--- config.mk ---
export PLATFORM = sky130hd
export DESIGN_NAME = apb_req_master
export DESIGN_NICKNAME = d
export VERILOG_FILES = /design/src/rtl/apb_req_master_pkg.sv /design/src/rtl/apb_req_master.sv
export SDC_FILE = /design/constraint.sdc
export NUM_CORES = 1
export LEC_CHECK = 0
export ABC_AREA = 1
export CORE_ASPECT_RATIO = 0.7
export CORE_UTILIZATION = 37
export CTS_CLUSTER_DIAMETER = 60
export DETAILED_ROUTE_END_ITERATION = 6
export PLACE_DENSITY = 0.8
export SLEW_MARGIN = 30
export SYNTH_ARGS = -nofsm -noshare
export SYNTH_HDL_FRONTEND = slang
export SYNTH_SLANG_ARGS = --single-unit
export TNS_END_PERCENT = 1
--- constraint.sdc ---
create_clock -name HCLK -period 1.7 [get_ports HCLK]
set_clock_uncertainty 0.2 [all_clocks]
set_input_delay 0.17 -clock HCLK [delete_from_list [all_inputs] [get_ports HCLK]]
set_output_delay 0.17 -clock HCLK [all_outputs]
set_load 0.05 [all_outputs]
--- src/rtl/apb_req_master_pkg.sv ---
// Shared types and constants for the req/gnt to APB initiator bridge.
package apb_req_master_pkg;

    // Transfer sequencing states.
    typedef enum logic [1:0] {
        IDLE   = 2'd0,
        SETUP  = 2'd1,
        ACCESS = 2'd2
    } apb_state_e;

    // Wait-state counter width; covers the largest timeout of 255.
    localparam int unsigned CNT_W = 8;

endpackage

--- src/rtl/apb_req_master.sv ---
// Request/grant/rvalid port to APB initiator bridge, one transfer in flight,
// with a wait-state watchdog that aborts transfers to a hung slave.
module apb_req_master
    import apb_req_master_pkg::*;
#(
    parameter int unsigned APB_ADDR_WIDTH = 12,
    parameter int unsigned TIMEOUT_CYCLES = 255
) (
    input  logic                      HCLK,
    input  logic                      HRESETn,
    // Requester side
    input  logic                      req_i,
    input  logic [APB_ADDR_WIDTH-1:0] addr_i,
    input  logic                      we_i,
    input  logic [31:0]               wdata_i,
    output logic                      gnt_o,
    output logic                      rvalid_o,
    output logic [31:0]               rdata_o,
    output logic                      err_o,
    // APB side
    output logic [APB_ADDR_WIDTH-1:0] PADDR,
    output logic [31:0]               PWDATA,
    output logic                      PWRITE,
    output logic                      PSEL,
    output logic                      PENABLE,
    input  logic [31:0]               PRDATA,
    input  logic                      PREADY,
    input  logic                      PSLVERR
);

    localparam bit               TimeoutEn = (TIMEOUT_CYCLES != 0);
    localparam logic [CNT_W-1:0] CntLast   = CNT_W'(TIMEOUT_CYCLES - 1);

    apb_state_e                state_q, state_d;
    logic [CNT_W-1:0]          cnt_q, cnt_d;
    logic [APB_ADDR_WIDTH-1:0] paddr_q, paddr_d;
    logic [31:0]               pwdata_q, pwdata_d;
    logic                      pwrite_q, pwrite_d;
    logic                      rvalid_q, rvalid_d;
    logic [31:0]               rdata_q, rdata_d;
    logic                      err_q, err_d;

    // Next-state for FSM, watchdog counter, APB attributes and response.
    always_comb begin
        state_d  = state_q;
        cnt_d    = cnt_q;
        paddr_d  = paddr_q;
        pwdata_d = pwdata_q;
        pwrite_d = pwrite_q;
        rvalid_d = 1'b0;
        rdata_d  = 32'h0;
        err_d    = 1'b0;
        case (state_q)
            IDLE: begin
                if (req_i) begin
                    paddr_d  = addr_i;
                    pwdata_d = wdata_i;
                    pwrite_d = we_i;
                    state_d  = SETUP;
                end
            end
            SETUP: begin
                cnt_d   = '0;
                state_d = ACCESS;
            end
            ACCESS: begin
                // PREADY takes priority over the watchdog in the same cycle.
                if (PREADY) begin
                    state_d  = IDLE;
                    rvalid_d = 1'b1;
                    rdata_d  = pwrite_q ? 32'h0 : PRDATA;
                    err_d    = PSLVERR;
                end else if (TimeoutEn && (cnt_q == CntLast)) begin
                    // Recovery abort: PSEL drops mid-transfer on purpose.
                    state_d  = IDLE;
                    rvalid_d = 1'b1;
                    err_d    = 1'b1;
                end else begin
                    cnt_d = cnt_q + 1'b1;
                end
            end
            default: state_d = IDLE;
        endcase
    end

    // State registers with asynchronous active-low reset.
    always_ff @(posedge HCLK or negedge HRESETn) begin
        if (!HRESETn) begin
            state_q  <= IDLE;
            cnt_q    <= '0;
            paddr_q  <= '0;
            pwdata_q <= 32'h0;
            pwrite_q <= 1'b0;
            rvalid_q <= 1'b0;
            rdata_q  <= 32'h0;
            err_q    <= 1'b0;
        end else begin
            state_q  <= state_d;
            cnt_q    <= cnt_d;
            paddr_q  <= paddr_d;
            pwdata_q <= pwdata_d;
            pwrite_q <= pwrite_d;
            rvalid_q <= rvalid_d;
            rdata_q  <= rdata_d;
            err_q    <= err_d;
        end
    end

    // Outputs; grant is gated by reset so it reads 0 while reset is held.
    always_comb begin
        gnt_o    = req_i && (state_q == IDLE) && HRESETn;
        PSEL     = (state_q != IDLE);
        PENABLE  = (state_q == ACCESS);
        PADDR    = paddr_q;
        PWDATA   = pwdata_q;
        PWRITE   = pwrite_q;
        rvalid_o = rvalid_q;
        rdata_o  = rdata_q;
        err_o    = err_q;
    end

endmodule

# == Yosys cells after proc, flatten, opt, wreduce, memory -nomap -nowiden ==
# Cells that the tools add are included.
# totals
n_memories,0
input_bits,82
latch_bits,0
ram_bits,0
output_inout_bits,82
regBits,89
mem_bits_ro,0
# op_classes
n_lt_le_gt_ge,0
bitwise_logic,0
reduce_logical,8
multipliers,0
muxes,15
addsub,1
shifts,0
n_eq_ne,7
div,0
# op_table
operator,n
two-way mux 32 bit,3
two-way mux 8 bit,2
case mux 8 bit (2 select lines),1
adder 8 x 1 -> 8 bit (second input constant),1
equality test 8 bit (second input constant),1
two-way mux 2 bit,3
inequality test 2 bit (second input constant),3
case mux 2 bit (3 select lines),1
two-way mux 1 bit,5
AND reduction 2 bit,2
nonzero test 2 bit,2
inequality test 3 x 1 -> 1 bit (second input constant),1
AND reduction 3 bit,1
equality test 2 x 1 -> 1 bit (second input constant),1
equality test 2 bit (second input constant),1
logical AND 1 bit,2
logical NOT 2 bit,1

# == Depth between registers and ports, before layout ==
# logic_depth
word_depth,4
depth_mapped,10
depth_no_buf,10

# == Worst setup path after synthesis ==
# No wires, ideal clock.
# synth_path
kind,reg2out
start,register state_q[0]
end,output gnt_o
arrival_ns,1.583
required_time_ns,1.330
path_slack_ns,-0.253
stages_incl_launch_ff,6
path_buffers,1
cell_sequence,dfrtp_1 -> inv_1 -> ha_1 -> nand2_4 -> buf_6 -> nor2_1
# synth_between
elab_chain_len,3
# synth_lines
element,line,text
from (decl),apb_req_master.sv:34,"apb_state_e state_q, state_d;"
from (signal assigned),apb_req_master.sv:98,state_q <= state_d;
logical NOT 2 bit,apb_req_master.sv:111,gnt_o = req_i && (state_q == IDLE) && HRESETn;
logical AND 1 bit (2 in series),apb_req_master.sv:111,
to (decl),apb_req_master.sv:16,"output logic gnt_o,"
# Every way passes these cells.

# == Worst setup path after layout ==
# layout_path
start,register state_q[1]
end,output PENABLE
# layout_between
elab_chain_len,1
# layout_lines
element,line,text
equality test 2 bit,apb_req_master.sv:113,PENABLE = (state_q == ACCESS);
to (decl),apb_req_master.sv:25,"output logic PENABLE,"
# Every way passes these cells.

==> results.md <==
* Hold Fails Final Rpt at 0
* GR Util met3 at 8.27%
* Area growth from synthesis to layout at 58.4%
* Cell area after synthesis at approximately 3500 µm²
* Post-layout minimum cycle time at around 1.8 ns
* Post-Route WL at 8480 µm
* Worst-Margin Slew at approximately 0.48 ns
* Status: finished with violations
* Core footprint at ~9200 µm²
* Worst slack at placement at 0.0407 ns
* Leakage at 2.81 nW
* Clock Path Buffers at 2
* Slowest stage delay, CP at around 0.40 ns
* Vias in the first global route at roughly 2,800
* Most common cell on crit path: buf_4
* Die Wd at 119 µm
* Hold WC Path Type: in2reg
* Total GRT Usage at 18.4%
* Global-route wire length before repair at ~14,000 µm
* Register area share after synthesis at roughly 63%
* Slew Viols, Final at 0
* Syn Nets at approximately 390
* Setup_tns at -0.130 ns
* Placement Cell Area at between 5000 and 6000 µm²
* Period utilization at 104%
* Antenna fix cells at 0
* M2 GR Usage at between 30% and 40%
* H-Tree Level Count at 3
* CTS tree: yes
* Port bufs at around 160
* Root buf cell: clkbuf_16
* Max-cap violation count at 0
* Total gr overflow at 0
* # IOs at ~160
* DRC violation count after routing at 0
* # rows at 29
* Met1 GRT Util at between 20 and 25%
* Synth cell types at 20
* Initial DRC count at about 70
* Slowest CP cell: dfrtp_1
* Starting Density at 38.5%
* Via count at around 2,800
* Failing checks: setup timing
* Die Footprint at approximately 9900 µm²
* Peak Freq at 0.564 GHz
* CP Data Required Time at 1.33 ns
* Post-Syn Instances at between 300 and 400
* CP cell instances: buf_4 > ha_2 > buf_4 > buf_12
* Layout cells sized above 1 at 34.2%
* CP delay by family, top: buffers and inverters
* WHS at ~0.15 ns
* Worst-Skew Late Latency at 0.32 ns
* Crit. End Element: output port
* Final Cell Area at between 5000 and 6000 µm²
* Num CTS Buffers at 9
* Yosys reg bits at 89
* Die Ht at roughly 84 µm
* Final #Nets at around 580
* GRT Max-Usage Layer: met2
* Initial antenna violation count at 0
* Clock sinks at 89
* Worst-path clk slew at around 0.070 ns
* Hpwl dp at 6130 µm
* CP arrival at roughly 1.4 ns
* Unrepaired setup endpoints after global routing: true
* Drt first pass iters at 4
* Gpl congestion at about 0.8
* Vias per Instance at 4.50
* Post-DR wirelength/cell at ~14 µm
* Crit path setup slack, layout at -0.0745 ns
* Worst slew margin at approximately two thirds
* Max IR drop VDD at roughly 0.74 mV
* Buf/Inv on CP at 3
* Largest net degree at the start of global routing at 90
* Crit path max fanout at 7
* CP startpoint kind: flip-flop
* CP Class: reg2out
* Pwr dens at 1870 nW/µm²
* Remaining antenna violation count at 0
* Synthesized area per cell at approximately 12 µm²
* Synthesis Warnings at 0
* Fillers at roughly 730
* Commonest non-fill, non-tap cell in the layout: buf_4
* Setup violators final at 2
* Commonest cells after routing, fill and taps aside: 91 x buf_4, 89 x dfrtp_1, 80 x clkdlybuf4s50_1
per-layer routing:
metal  vias up  part of all wire (%)
li1       1315                     -
met1      1323                    42
met2       135                    48
met3         8                   9.2
met4         0                  0.97
met5         -                     0
repair_timing:
action	in CTS	in global routing
endpoints found under the setup margin	3	45
gates cloned	1	0
hold endpoints to repair	89	0
resized for setup	6	4
hold buffers	1	0
setup buffers	6	1
pin swaps	1	1
state kept, by name, summed over array words and instances, names as in the netlist:
name / count
PWDATA: 32
PWRITE: 1
rdata_o: 32
rvalid_o: 1
state_q: 2
err_o: 1
PADDR: 12
cnt_q: 8
cells in the mapped netlist:
cell / count / area (µm²)
nand2_2: 5 / 31.3
mux2_1: 7 / 78.8
nor2_1: 48 / 180
dfrtp_1: 89 / 2230
mux2_2: 38 / 428
buf_6: 5 / 56.3
a21oi_1: 3 / 15.0
inv_2: 1 / 3.75
inv_1: 43 / 161
o21bai_1: 1 / 7.51
nand2_1: 44 / 165
nand2_4: 2 / 22.5
nor2_4: 1 / 11.3
ha_1: 6 / 75.1
nor2_2: 1 / 6.26
buf_2: 3 / 15.0
or2_2: 1 / 6.26
nand3_1: 5 / 25.0
o21ai_0: 2 / 10.0
nor3_1: 1 / 5.00
cells by family (layout without fill, tap and decap cells):
logic type	Yosys count	after routing	synth area share (%)
AND/OR/NAND/NOR	108	108	12.8
AO/OA/AOI/OAI	6	6	0.921
buffers and inverters	52	240	6.70
flip-flops	89	89	63.1
multiplexers	45	45	14.4
adder cells (fa/ha/maj)	6	6	2.13
metrics by stage:
step	util [%]	power (mW)	std cells
2_1_floorplan	-	6.59	306
3_3_place_gp	56.6	8.27	594
3_5_place_dp	56.6	8.40	594
4_1_cts	60.8	10.5	617
5_1_grt	60.9	10.9	618
6_report	60.9	10.4	618
final timing paths:
| path | slack (ns) | startpoint | depth (start not counted) | to |
|---|---|---|---|---|
| min in group asynchronous | 0.22 | HRESETn | 3 | PWDATA[4] |
| max in group asynchronous | 0.68 | HRESETn | 3 | rdata_o[28] |
| worst max-delay path | -0.07 | state_q[1] | 4 | PENABLE |
| worst min-delay path | 0.15 | PRDATA[23] | 3 | rdata_o[23] |
| worst max register to register | 0.01 | state_q[1] | 6 | PWDATA[2] |
| worst min register to register | 0.29 | PWDATA[30] | 1 | PWDATA[30] |
where the power goes:
group	internal [mW]	total (mW)	switching, mW
logic	2.01	5.45	3.44
clock network	1.13	1.87	0.745
registers	2.77	3.12	0.346
total	5.91	10.4	4.53
final cells by class:
type                       instances  area [µm²]  area share [%]
clock buffer                      12         236            4.23
clock inverter                     3        42.5           0.761
inverter                          44         165            2.95
multi-input combinational        165        1090            19.5
sequential                        89        2230            39.8
tap                              124         155            2.77
timing repair buffer             181        1670            29.9
worst min-delay path: cells and delay by family:
| kind | cells | cell delay, ns |
|---|---|---|
| buffers and inverters | 2 | 0.44 |
| and+or+nand+nor | 1 | 0.03 |
Note: power is estimated with default switching activity, not from simulation.
